File: src/rtl/ifq_param_if.sv
// Fetch-queue bus: cache request/response, redirect and decode-side signals.
// The queue itself uses the master modport; the surrounding fetch logic uses slave.
interface ifq_param_if #(
  parameter int unsigned WORDS = 4,
  parameter int unsigned DEPTH = 4
);
  localparam int unsigned LD = $clog2(DEPTH);

  logic [32*WORDS-1:0] Dout;
  logic                Dout_valid;
  logic                Rd_en;
  logic [31:0]         Jmp_branch_address;
  logic                Jmp_branch_valid;
  logic [31:0]         Pc_in;
  logic                Rd_en_cache;
  logic [31:0]         Pc_out;
  logic [31:0]         Inst;
  logic                Empty;
  logic [LD:0]         Lines_used;

  modport master (
    input  Dout, Dout_valid, Rd_en, Jmp_branch_address, Jmp_branch_valid,
    output Pc_in, Rd_en_cache, Pc_out, Inst, Empty, Lines_used
  );

  modport slave (
    output Dout, Dout_valid, Rd_en, Jmp_branch_address, Jmp_branch_valid,
    input  Pc_in, Rd_en_cache, Pc_out, Inst, Empty, Lines_used
  );
endinterface

File: src/rtl/ifq_param.sv
// Parametrised instruction fetch queue: one outstanding cache line request,
// DEPTH buffered lines of WORDS instructions, one instruction per cycle to decode,
// redirect with stale-response discard, optional empty-queue bypass.
module ifq_param #(
  parameter int unsigned WORDS  = 4,
  parameter int unsigned DEPTH  = 4,
  parameter int unsigned BYPASS = 1
) (
  input logic         clk,
  input logic         reset,
  ifq_param_if.master bus
);
  localparam int unsigned LW         = $clog2(WORDS);
  localparam int unsigned LD         = $clog2(DEPTH);
  localparam logic [31:0] LINE_BYTES = 32'(WORDS * 4);
  localparam logic [LD:0] DEPTH_CNT  = (LD+1)'(DEPTH);
  localparam logic [LW-1:0] LAST_WORD = LW'(WORDS - 1);

  typedef logic [WORDS-1:0][31:0] line_t;

  line_t         mem_q [DEPTH];
  line_t         mem_d [DEPTH];
  logic [LD:0]   wp_q, wp_d;
  logic [LD:0]   rp_line_q, rp_line_d;
  logic [LW-1:0] rp_word_q, rp_word_d;
  logic          pending_q, pending_d;
  logic          drop_q, drop_d;
  logic [31:0]   pc_in_q, pc_in_d;
  logic [31:0]   pc_out_q, pc_out_d;

  line_t         dout_line;
  logic [LD:0]   lines_used;
  logic          q_empty;
  logic          req;
  logic          resp_acc;
  logic          resp_wr;
  logic          byp;
  logic          empty;
  logic          pop;
  logic [31:0]   inst;

  // Occupancy, request/response qualification, bypass and read-port selection
  always_comb begin
    dout_line  = bus.Dout;
    lines_used = wp_q - rp_line_q;
    q_empty    = (lines_used == '0);
    req        = reset && !bus.Jmp_branch_valid && !pending_q &&
                 ((lines_used + (LD+1)'(pending_q)) < DEPTH_CNT);
    resp_acc   = bus.Dout_valid && pending_q && !bus.Jmp_branch_valid;
    resp_wr    = resp_acc && !drop_q;
    byp        = (BYPASS != 0) && q_empty && resp_wr;
    empty      = q_empty && !byp;
    pop        = bus.Rd_en && !empty && !bus.Jmp_branch_valid;
    inst       = '0;
    if (byp) begin
      inst = dout_line[rp_word_q];
    end else if (!q_empty) begin
      inst = mem_q[rp_line_q[LD-1:0]][rp_word_q];
    end
  end

  // Next-state: a redirect overrides every other event in its cycle
  always_comb begin
    mem_d     = mem_q;
    wp_d      = wp_q;
    rp_line_d = rp_line_q;
    rp_word_d = rp_word_q;
    pending_d = pending_q;
    drop_d    = drop_q;
    pc_in_d   = pc_in_q;
    pc_out_d  = pc_out_q;
    if (bus.Jmp_branch_valid) begin
      pc_in_d   = bus.Jmp_branch_address & ~(LINE_BYTES - 32'd1);
      pc_out_d  = {bus.Jmp_branch_address[31:2], 2'b00};
      rp_word_d = bus.Jmp_branch_address[LW+1:2];
      wp_d      = '0;
      rp_line_d = '0;
      // A response landing with the redirect retires the request outright;
      // otherwise the one still in flight is marked for discard.
      if (pending_q && bus.Dout_valid) begin
        pending_d = 1'b0;
        drop_d    = 1'b0;
      end else if (pending_q) begin
        drop_d = 1'b1;
      end
    end else begin
      if (req) begin
        pending_d = 1'b1;
        pc_in_d   = pc_in_q + LINE_BYTES;
      end
      if (resp_acc) begin
        pending_d = 1'b0;
        if (drop_q) begin
          drop_d = 1'b0;
        end else begin
          mem_d[wp_q[LD-1:0]] = dout_line;
          wp_d                = wp_q + (LD+1)'(1);
        end
      end
      if (pop) begin
        pc_out_d  = pc_out_q + 32'd4;
        rp_word_d = rp_word_q + LW'(1);
        if (rp_word_q == LAST_WORD) begin
          rp_line_d = rp_line_q + (LD+1)'(1);
        end
      end
    end
  end

  // Line storage: no reset, only entries between rp_line and wp are ever read
  always_ff @(posedge clk) begin
    mem_q <= mem_d;
  end

  // Control state register with synchronous active-low reset
  always_ff @(posedge clk) begin
    if (!reset) begin
      wp_q      <= '0;
      rp_line_q <= '0;
      rp_word_q <= '0;
      pending_q <= 1'b0;
      drop_q    <= 1'b0;
      pc_in_q   <= '0;
      pc_out_q  <= '0;
    end else begin
      wp_q      <= wp_d;
      rp_line_q <= rp_line_d;
      rp_word_q <= rp_word_d;
      pending_q <= pending_d;
      drop_q    <= drop_d;
      pc_in_q   <= pc_in_d;
      pc_out_q  <= pc_out_d;
    end
  end

  assign bus.Pc_in       = pc_in_q;
  assign bus.Rd_en_cache = req;
  assign bus.Pc_out      = pc_out_q;
  assign bus.Inst        = inst;
  assign bus.Empty       = empty;
  assign bus.Lines_used  = lines_used;
endmodule

File: src/flat_wrapper.sv
// flat-port wrapper written by rule: the top's interface ports become plain ports
module ifq_param_flat 
#(
  parameter int unsigned WORDS  = 4,
  parameter int unsigned DEPTH  = 4,
  parameter int unsigned BYPASS = 1
)
  (clk, reset, bus_Dout, bus_Dout_valid, bus_Rd_en, bus_Jmp_branch_address, bus_Jmp_branch_valid, bus_Pc_in, bus_Rd_en_cache, bus_Pc_out, bus_Inst, bus_Empty, bus_Lines_used);
  ifq_param_if #(.WORDS(WORDS), .DEPTH(DEPTH)) bus_i ();
  input logic clk;
  input logic reset;
  input wire logic [$bits(bus_i.Dout)-1:0] bus_Dout;
  input wire logic [$bits(bus_i.Dout_valid)-1:0] bus_Dout_valid;
  input wire logic [$bits(bus_i.Rd_en)-1:0] bus_Rd_en;
  input wire logic [$bits(bus_i.Jmp_branch_address)-1:0] bus_Jmp_branch_address;
  input wire logic [$bits(bus_i.Jmp_branch_valid)-1:0] bus_Jmp_branch_valid;
  output wire logic [$bits(bus_i.Pc_in)-1:0] bus_Pc_in;
  output wire logic [$bits(bus_i.Rd_en_cache)-1:0] bus_Rd_en_cache;
  output wire logic [$bits(bus_i.Pc_out)-1:0] bus_Pc_out;
  output wire logic [$bits(bus_i.Inst)-1:0] bus_Inst;
  output wire logic [$bits(bus_i.Empty)-1:0] bus_Empty;
  output wire logic [$bits(bus_i.Lines_used)-1:0] bus_Lines_used;
  assign bus_i.Dout = bus_Dout;
  assign bus_i.Dout_valid = bus_Dout_valid;
  assign bus_i.Rd_en = bus_Rd_en;
  assign bus_i.Jmp_branch_address = bus_Jmp_branch_address;
  assign bus_i.Jmp_branch_valid = bus_Jmp_branch_valid;
  assign bus_Pc_in = bus_i.Pc_in;
  assign bus_Rd_en_cache = bus_i.Rd_en_cache;
  assign bus_Pc_out = bus_i.Pc_out;
  assign bus_Inst = bus_i.Inst;
  assign bus_Empty = bus_i.Empty;
  assign bus_Lines_used = bus_i.Lines_used;
  ifq_param #(.WORDS(WORDS), .DEPTH(DEPTH), .BYPASS(BYPASS)) u_core (.clk(clk), .reset(reset), .bus(bus_i));
endmodule
File: config.mk
export PLATFORM = sky130hd
export DESIGN_NAME = ifq_param_flat
export DESIGN_NICKNAME = d
export VERILOG_FILES = /design/src/rtl/ifq_param_if.sv /design/src/rtl/ifq_param.sv /design/src/flat_wrapper.sv
export SDC_FILE = /design/constraint.sdc
export NUM_CORES = 1
export LEC_CHECK = 0
export CAP_MARGIN = 10
export CORE_MARGIN = 5
export CORE_UTILIZATION = 60
export DETAILED_ROUTE_END_ITERATION = 6
export PLACE_DENSITY = 0.81
export SKIP_CTS_REPAIR_TIMING = 1
export SLEW_MARGIN = 15
export SYNTH_ARGS = -nofsm -noshare
export SYNTH_HDL_FRONTEND = slang
export SYNTH_SLANG_ARGS = --single-unit
File: constraint.sdc
create_clock -name clk -period 8.7 [get_ports clk]
set_clock_uncertainty 0.2 [all_clocks]
set_input_delay 2.175 -clock clk [delete_from_list [all_inputs] [get_ports clk]]
set_output_delay 2.175 -clock clk [all_outputs]
set_load 0.05 [all_outputs]
==> results.txt, run 1 <==
Along the worst path, the maximum fanout reaches 23. Wire length per cell: 25.7 µm. The startpoint of the worst setup timing path is bus_Jmp_branch_valid.

The tools report the type of element capturing the critical path as a primary output. The core outline area was 0.0396 mm². The clock slew at the register clock pins of the worst setup and hold paths is 60 ps.

The signal on the critical path passes through clkdlybuf4s50_1 > nor4bb_4 > buf_4 > nand3_1 > o31ai_1 > clkdlybuf4s50_1. Derived from the worst setup path, the maximum achievable clock frequency is 136 MHz. The synthesized netlist devotes 5.12% of its cell area to compound gates. Summed over all nets, wire length on met3 after detailed routing comes to 4420 µm. TritonCTS built the clock tree.

The count of input and output buffers is 257. For the pin with the worst max-slew slack, the measured transition is 1150 ps. Counting flops with a built-in enable in the synthesized netlist gives 512. During synthesis, Yosys emitted a total of 0 warnings.

The root buffer cell chosen for the clock tree is sky130_fd_sc_hd__clkbuf_16. The biggest area contributor in the post-synthesis netlist is sky130_fd_sc_hd__edfxtp_1. The post-synthesis share of cell area spent on full adders, half adders and majority gates came out at 0.554%. Worst min-delay path class: register to register.

The final count of pins violating max slew was 0; the boundary pin count was 266. The count of buffer and inverter cells on the critical path came out at 3. The run gives 0.0440 mm² as the floorplan die area. The hold violation count in the final report is 0. The via count is 13.7k. Critical setup path kind: input port to primary output. Among all stages on the critical path, the largest delay is contributed by sky130_fd_sc_hd__clkdlybuf4s50_1.

By instance count, the cell type seen most on the critical path is sky130_fd_sc_hd__clkdlybuf4s50_1. In this run the tightest slew margin relative to its limit is 23.2%. The die is 210 µm wide. Row generation in the floorplan step produced 73 rows. Setup repair after global routing left no endpoint under its margin. For the post-detailed-placement cell area, the log shows 0.0270 mm². For the worst-skew pair, the clock arrives at the later sink with an insertion delay of 600 ps. The portion of synthesized area spent on multiplexers is 15.2%. The design draws 6070 µW. The synthesized netlist devotes 5.19% of its cell area to simple gates. H-tree level count: 2. Across the VDD grid, the largest voltage drop is 0.225 mV. In the final layout, the share of cells above drive strength 1 is 18.0%. Measured along the y axis, the die boundary spans 210 µm. The first-iteration detailed-routing DRC count is 1,222. For this run, the slowest stage of the critical path takes 900 ps. The launch instance of the worst register-to-register path is u_core.rp_line_q[1]. After detailed routing, the number of vias per cell comes to 6.38. The critical path required time was 6330 ps. The number of register bits inferred by synthesis came out at 580.

The launch point of the worst hold path was u_core.wp_q[2]. Number of clock sinks: 580. Final worst-path cycle share: 84.5%. The worst setup path is launched from an input port. Summed over all layers, the global routing overflow is 0. The tools report the number of filler instances in the final layout as 2,397. The flow ran to the end, and the final reports show no timing, DRC or antenna violations. The routed length on met1 came out at 21,500 µm. The area growth from synthesis to layout is 21.0%. The worst hold path was traced through 2 stages. In this run the critical register-to-register path is captured at u_core.bus.Pc_in[19]. For the via count of the first global-routing pass, the log shows 14.3k.

The tools report the worst min-delay path endpoint as u_core.wp_q[2]. The longest clock path from root to sink contains 3 buffers. Signal routing reaches up to met5.

Once the floorplan was initialized, standard cells occupied 60.4% of the core. After synthesis, the largest area contributor takes up 64.2% of total cell area. Final RePlAce weighted congestion: 0.843. The power per cell area is 209 mW/mm², and the number of cells in the design after placement is 2,045. The tools report the multi-input combinational cell area as 0.00680 mm².

TritonCTS created 56 clock buffers. The tools report the final setup TNS as 0 ps. Counting every instance in the synthesized netlist gives 1,329. By count the netlist is led by sky130_fd_sc_hd__edfxtp_1, sky130_fd_sc_hd__mux4_2, sky130_fd_sc_hd__dfxtp_1. The first detailed-routing pass ran for 5 iterations.

The count of nets left with antenna violations once routing finished came out at 0. After routing the design area is 0.0290 mm². Registers take 0.0168 mm². The routed design uses 28,000 µm of met2 wire. The minimum clock period after layout works out to 7350 ps. After detailed routing, the number of remaining DRC violations is 0. Summed instance area of the synthesized netlist: 0.0240 mm².

The tools report the half-perimeter wire length after detailed placement as 32,300 µm. After synthesis, the largest family of logic cells by area is multiplexers. The most frequently used flop master after synthesis is sky130_fd_sc_hd__edfxtp_1. The number of setup violations in the final report is 0, and the total wire length after detailed routing is 55,300 µm. The first-pass GRT wire length was 85,100 µm; the initial antenna violation count was 5. Largest delay contributor family on the critical path: buffers and inverters. After synthesis, the mean cell area works out to 18.0 µm².

The sequential fraction of the synthesis area was 69.9%; the depth of the worst register-to-register path was 7. The most common cell in the synthesized netlist was sky130_fd_sc_hd__edfxtp_1. The synthesized netlist devotes 2.11% of its cell area to XOR and XNOR gates. Data on the critical path arrives at its endpoint at 4970 ps. After synthesis, the cell types taking the most area are sky130_fd_sc_hd__edfxtp_1, sky130_fd_sc_hd__mux4_2, sky130_fd_sc_hd__dfxtp_1.

In this run the static leakage power is 0.00891 µW. At the end of the flow, the number of nets in the layout was 1,753. The max-cap violation count is 0, and the fraction of registers with async set/reset is 0%.

Setup slack on the worst reg-to-reg path comes out at 5400 ps. Excluding fillers, the count of instances in the completed layout stands at 2,152. The logs give 81 for the pin count of the biggest net entering global routing and 54 for the number of library cell types mapped by synthesis.

Across every metal layer, demand over resource in global routing totals 25.1%.
stage by stage:
step                hold slack, ps  setup slack, ps  util (%)
floorplan                      252             2120         -
global placement               302             1430      68.2
detailed placement             326             1370      68.2
CTS                            346             1330      73.1
global route                   360             1210      73.1
finish                         339             1350      73.1
cells by family after synthesis:
| group | Yosys count |
|---|---|
| DFF | 580 |
| and+or+nand+nor | 217 |
| AOI/OAI and AO/OA | 194 |
| muxes | 163 |
| buffers and inverters | 108 |
| xor gates and xnor gates | 56 |
| adders and majority gates | 10 |
| other | 1 |
placed cells by master, fill, tap and decap left out, types with 5 or more instances in the layout:
| cell type | instances |
|---|---|
| sky130_fd_sc_hd__edfxtp_1 | 512 |
| sky130_fd_sc_hd__clkdlybuf4s50_1 | 257 |
| sky130_fd_sc_hd__mux4_2 | 160 |
| sky130_fd_sc_hd__dfxtp_1 | 64 |
| sky130_fd_sc_hd__clkbuf_16 | 59 |
| sky130_fd_sc_hd__a21oi_1 | 52 |
| sky130_fd_sc_hd__nand3_1 | 51 |
| sky130_fd_sc_hd__xnor2_1 | 47 |
| sky130_fd_sc_hd__o21ai_0 | 33 |
| sky130_fd_sc_hd__a211oi_1 | 33 |
| sky130_fd_sc_hd__nor2b_1 | 32 |
| sky130_fd_sc_hd__o31ai_1 | 32 |
| sky130_fd_sc_hd__nand2_1 | 31 |
| sky130_fd_sc_hd__o22ai_1 | 31 |
| sky130_fd_sc_hd__nor3_1 | 21 |
| sky130_fd_sc_hd__nor2_1 | 19 |
| sky130_fd_sc_hd__inv_1 | 16 |
| sky130_fd_sc_hd__buf_4 | 16 |
| sky130_fd_sc_hd__nand4_1 | 15 |
| sky130_fd_sc_hd__clkinv_1 | 15 |
| sky130_fd_sc_hd__nor4_1 | 9 |
| sky130_fd_sc_hd__ha_1 | 9 |
| sky130_fd_sc_hd__xor2_1 | 8 |
| sky130_fd_sc_hd__bufinv_16 | 8 |
| sky130_fd_sc_hd__clkbuf_1 | 8 |
| sky130_fd_sc_hd__clkinv_2 | 7 |
| sky130_fd_sc_hd__conb_1 | 6 |
| sky130_fd_sc_hd__and4_1 | 5 |
area by class of cell:
class,instances,share of cell area (%)
sequential,580,57.8
multi-input combinational,646,23.5
timing repair buffer,276,9.50
clock buffer,70,5.34
tap,525,2.27
clock inverter,36,1.39
inverter,18,0.242
antenna,1,0.00863
power by group:
group,internal (µW),switching [µW]
clock network,1500,1030
registers,3060,46.5
logic,193,245
total,4750,1320
state kept, by name, summed over array words and instances, names as in the netlist:
signal	flops
u_core.rp_word_q	2
u_core.pending_q	1
u_core.mem_q	512
u_core.drop_q	1
u_core.wp_q	3
u_core.bus.Pc_in	28
u_core.bus.Pc_out	30
u_core.rp_line_q	3
how the worst max path moves through the flow:
stage                                    to  cells past startpoint
after global placement         bus_Inst[31]                      6
after CTS                       bus_Inst[5]                      6
final                           bus_Inst[5]                      6
after global routing            bus_Inst[5]                      6
after detailed placement       bus_Inst[31]                      6
after floorplan           u_core.mem_q[128]                      4
worst register-to-register path, cell delays in order (launching register included):
cell and delay [ps]:
sky130_fd_sc_hd__dfxtp_4 1060, sky130_fd_sc_hd__fa_1 350, sky130_fd_sc_hd__xnor3_2 230, sky130_fd_sc_hd__inv_4 100, sky130_fd_sc_hd__nor4_4 470, sky130_fd_sc_hd__nor4b_1 480
sky130_fd_sc_hd__xnor2_1 180, sky130_fd_sc_hd__a21oi_1 90
layer usage:
layer	vias up	GRT usage [%]
li1	5953	-
met3	91	4.86
met4	8	7.74
met1	7000	34.7
met5	-	0
met2	667	41.4
Note: power is estimated with default switching activity, not from simulation.
==> inputs of run 2 (changes only) <==
- CORE_UTILIZATION: 60 -> 56
- PLACE_DENSITY: 0.81 -> 0.76
- clock period: 8.7 -> 7.4 ns (I/O delays scaled with it)
==> results.txt, run 2 (synthesis gave the netlist of run 1 again) <==
The die covers 0.0470 mm². The area growth from synthesis to layout works out to 21.1%. Die outline width: 217 µm.

The first detailed-routing pass ran for 5 iterations. The floorplan step set the die height to 217 µm. The final layout contains routed wiring with a total length of 53,800 µm. The logs give 26,900 µm for the amount of wire on met2 after detailed routing and 2 for the H-tree level count. The critical setup path kind was register to primary output.

The run gives 2,660 as the number of filler instances in the final layout. The largest register by flop count is u_core.mem_q. Among cell families on the critical path, the largest total delay comes from buffers and inverters.

In this design, the stage delay of the slowest critical-path cell is 960 ps. The net total in the final layout is 1,758, and the power share of the clock group is 41.1%. Counting every sink on the clock net gives 580. The net switching share of the total power is 21.7%. The tools report the fraction of power consumed by sequential logic as 51.6%. The signal on the critical path passes through buf_4 > mux4_2 > o22ai_1 > o31ai_1 > clkdlybuf4s50_1. For the via count, the log shows 13.6k. Max-cap violations in this run came to 0. During I/O placement, the number of pins put on the boundary was 266.

The worst setup path is launched from a register. In this run the power spent charging and discharging nets is 1530 µW. In this run, the number of DRC markers left after iteration 0 of detailed routing was 1,296. The logic gate share of total power was 7.3%; the wire length per cell was 24.8 µm.

The worst hold path begins at u_core.wp_q[2]. Along the worst path, the maximum fanout reaches 67. The HPWL after detailed placement is 31,700 µm.

The library cell used most frequently in the layout, excluding fill and tap cells, is sky130_fd_sc_hd__edfxtp_1. For the initial antenna violation count, the log shows 9. The run gives 21,700 µm as the routed length on met1. For this design the ratio of total power to cell area is 244 mW/mm².

Core outline area: 0.0421 mm². The logs give 0 for the hold violation count in the final report and 57 for the number of buffers created by CTS. Final worst-path cycle share: 86.4%.

The multi-input combinational cell area came out at 0.00680 mm². The critical path required time is 5350 ps, and the clock slew at the register clock pins of the worst setup and hold paths is 60 ps. For this run, the number of standard cells in the final layout without fillers is 2,171. The routed design uses 4090 µm of met3 wire. Setup repair after global routing left no endpoint under its margin.

The tree is rooted in a sky130_fd_sc_hd__clkbuf_16. The depth of the worst register-to-register path was 7. The number of flip-flops under the largest register name was 512; the deepest clock path buffer count was 3.

The later pin in the worst-skew pair is clocked with a latency of 610 ps. The tools report the via count of the first global-routing pass as 14.1k. The post-route netlist has 18.0% of its cells at a drive strength greater than 1. The internal cell power is 5540 µW.

The pin count of the biggest net entering global routing was 81; the final antenna-violating net count was 0. The worst register-to-register path begins at u_core.rp_line_q[1]. The global-route total usage across every layer came out at 22.8%. Data on the critical path arrives at its endpoint at 4340 ps. Signal routing reaches up to met5. Cell with the largest stage delay on the worst path: sky130_fd_sc_hd__dfxtp_4. The number of setup violations in the final report is 0. The worst min-delay path endpoint was u_core.wp_q[2]. The run gives 0 as the final count of pins violating max slew.

For this run, design rule violations remaining after detail routing come to 0. The residual overflow from global routing came out at 0. The via density per instance is 6.24. Registers take 0.0168 mm². The leakage power of the design was 0.00891 µW; the count of buffer and inverter cells on the critical path was 2. In the final timing run, aggregate negative setup slack is 0 ps. The transition time at the pin with the least slew margin was 1130 ps. The starting utilization of the core area was 56.9%; the number of placement rows was 75. The largest voltage drop on the vdd net came out at 0.202 mV. In the layout the commonest cells are sky130_fd_sc_hd__edfxtp_1, sky130_fd_sc_hd__clkdlybuf4s50_1, sky130_fd_sc_hd__mux4_2. The count of cells along the worst hold path is 2, and the first-pass GRT wire length is 83,100 µm. The clock period could shrink to 6390 ps.

The run finished with clean final reports. The congestion estimate from routability-driven global placement came to 0.868. For the worst-case headroom to the max-slew limit, the log shows 24.4%. For this run, the top clock speed supported by timing is 156 MHz. The path class of the tightest hold or removal check is register to register.

The count of input and output buffers came out at 257. Counting tap cells, the placed design contains a total of 2,063 instances. In this run the critical register-to-register path is captured at u_core.bus.Pc_out[31]. The worst reg-to-reg setup slack came out at 4230 ps. TritonCTS built the clock tree. The worst setup path is captured at a primary output.
[run 2: changes by cell type in the layout (fill, tap and decap cells not counted), sizes merged]
cell / change
clkinvlp: -1
bufinv: -1
inv: -1
buf: +4
clkinv: -1
clkbuf: +4
diode: +1
[run 2: worst max path at each step]
| stage | cells past startpoint | start | slack (ps) | to |
|---|---|---|---|---|
| 4_1_cts | 8 | u_core.rp_line_q[1] | 940 | bus_Inst[23] |
| 3_5_place_dp | 6 | bus_Dout_valid | 1030 | bus_Inst[29] |
| 3_3_place_gp | 6 | bus_Dout_valid | 1050 | bus_Inst[12] |
| 6_report | 5 | u_core.rp_line_q[1] | 1010 | bus_Inst[29] |
| 5_1_grt | 8 | u_core.rp_line_q[1] | 800 | bus_Inst[30] |
| 2_1_floorplan | 4 | bus_Dout_valid | 1150 | u_core.mem_q[128] |
[run 2: final cells by class]
type | count | share of cell area (%)
Clock inverter | 32 | 1.22
Antenna cell | 2 | 0.0173
Timing Repair Buffer | 280 | 9.68
Tap cell | 539 | 2.32
Sequential cell | 580 | 57.7
Inverter | 18 | 0.242
Multi-Input combinational cell | 646 | 23.5
Clock buffer | 74 | 5.31
[run 2: tightest hold or removal path, cell delays in order (launching register included)]
cell and delay (ps):
sky130_fd_sc_hd__dfxtp_1 350, sky130_fd_sc_hd__xnor2_1 80, sky130_fd_sc_hd__nor2_1 70
[run 2: per-stage QoR]
stage	util [%]	cell area [µm²]	total power, µW	worst slack, ps	hold WS [ps]
after global routing	68.8	29000	7290	800	372
after detailed placement	64.3	27100	4230	1030	323
after global placement	64.3	27100	4220	1050	302
final	68.8	29000	7070	1010	333
after floorplan	-	24000	3990	1150	252
after CTS	68.8	29000	7120	938	342
[run 2: per-layer routing]
metal / vias to the layer above / track usage, %
li1: 5961 / -
met1: 6918 / 31.4
met2: 567 / 37.9
met3: 94 / 4.78
met4: 12 / 6.49
met5: - / 0
[run 2: power groups by stage]
| stage | Clock [µW] | Combinational (µW) | Sequential, µW |
|---|---|---|---|
| floorplan | 0 | 213 | 3770 |
| global placement | 0 | 506 | 3710 |
| detailed placement | 0 | 514 | 3720 |
| CTS | 2960 | 519 | 3650 |
| global route | 3090 | 548 | 3650 |
| finish | 2910 | 516 | 3650 |
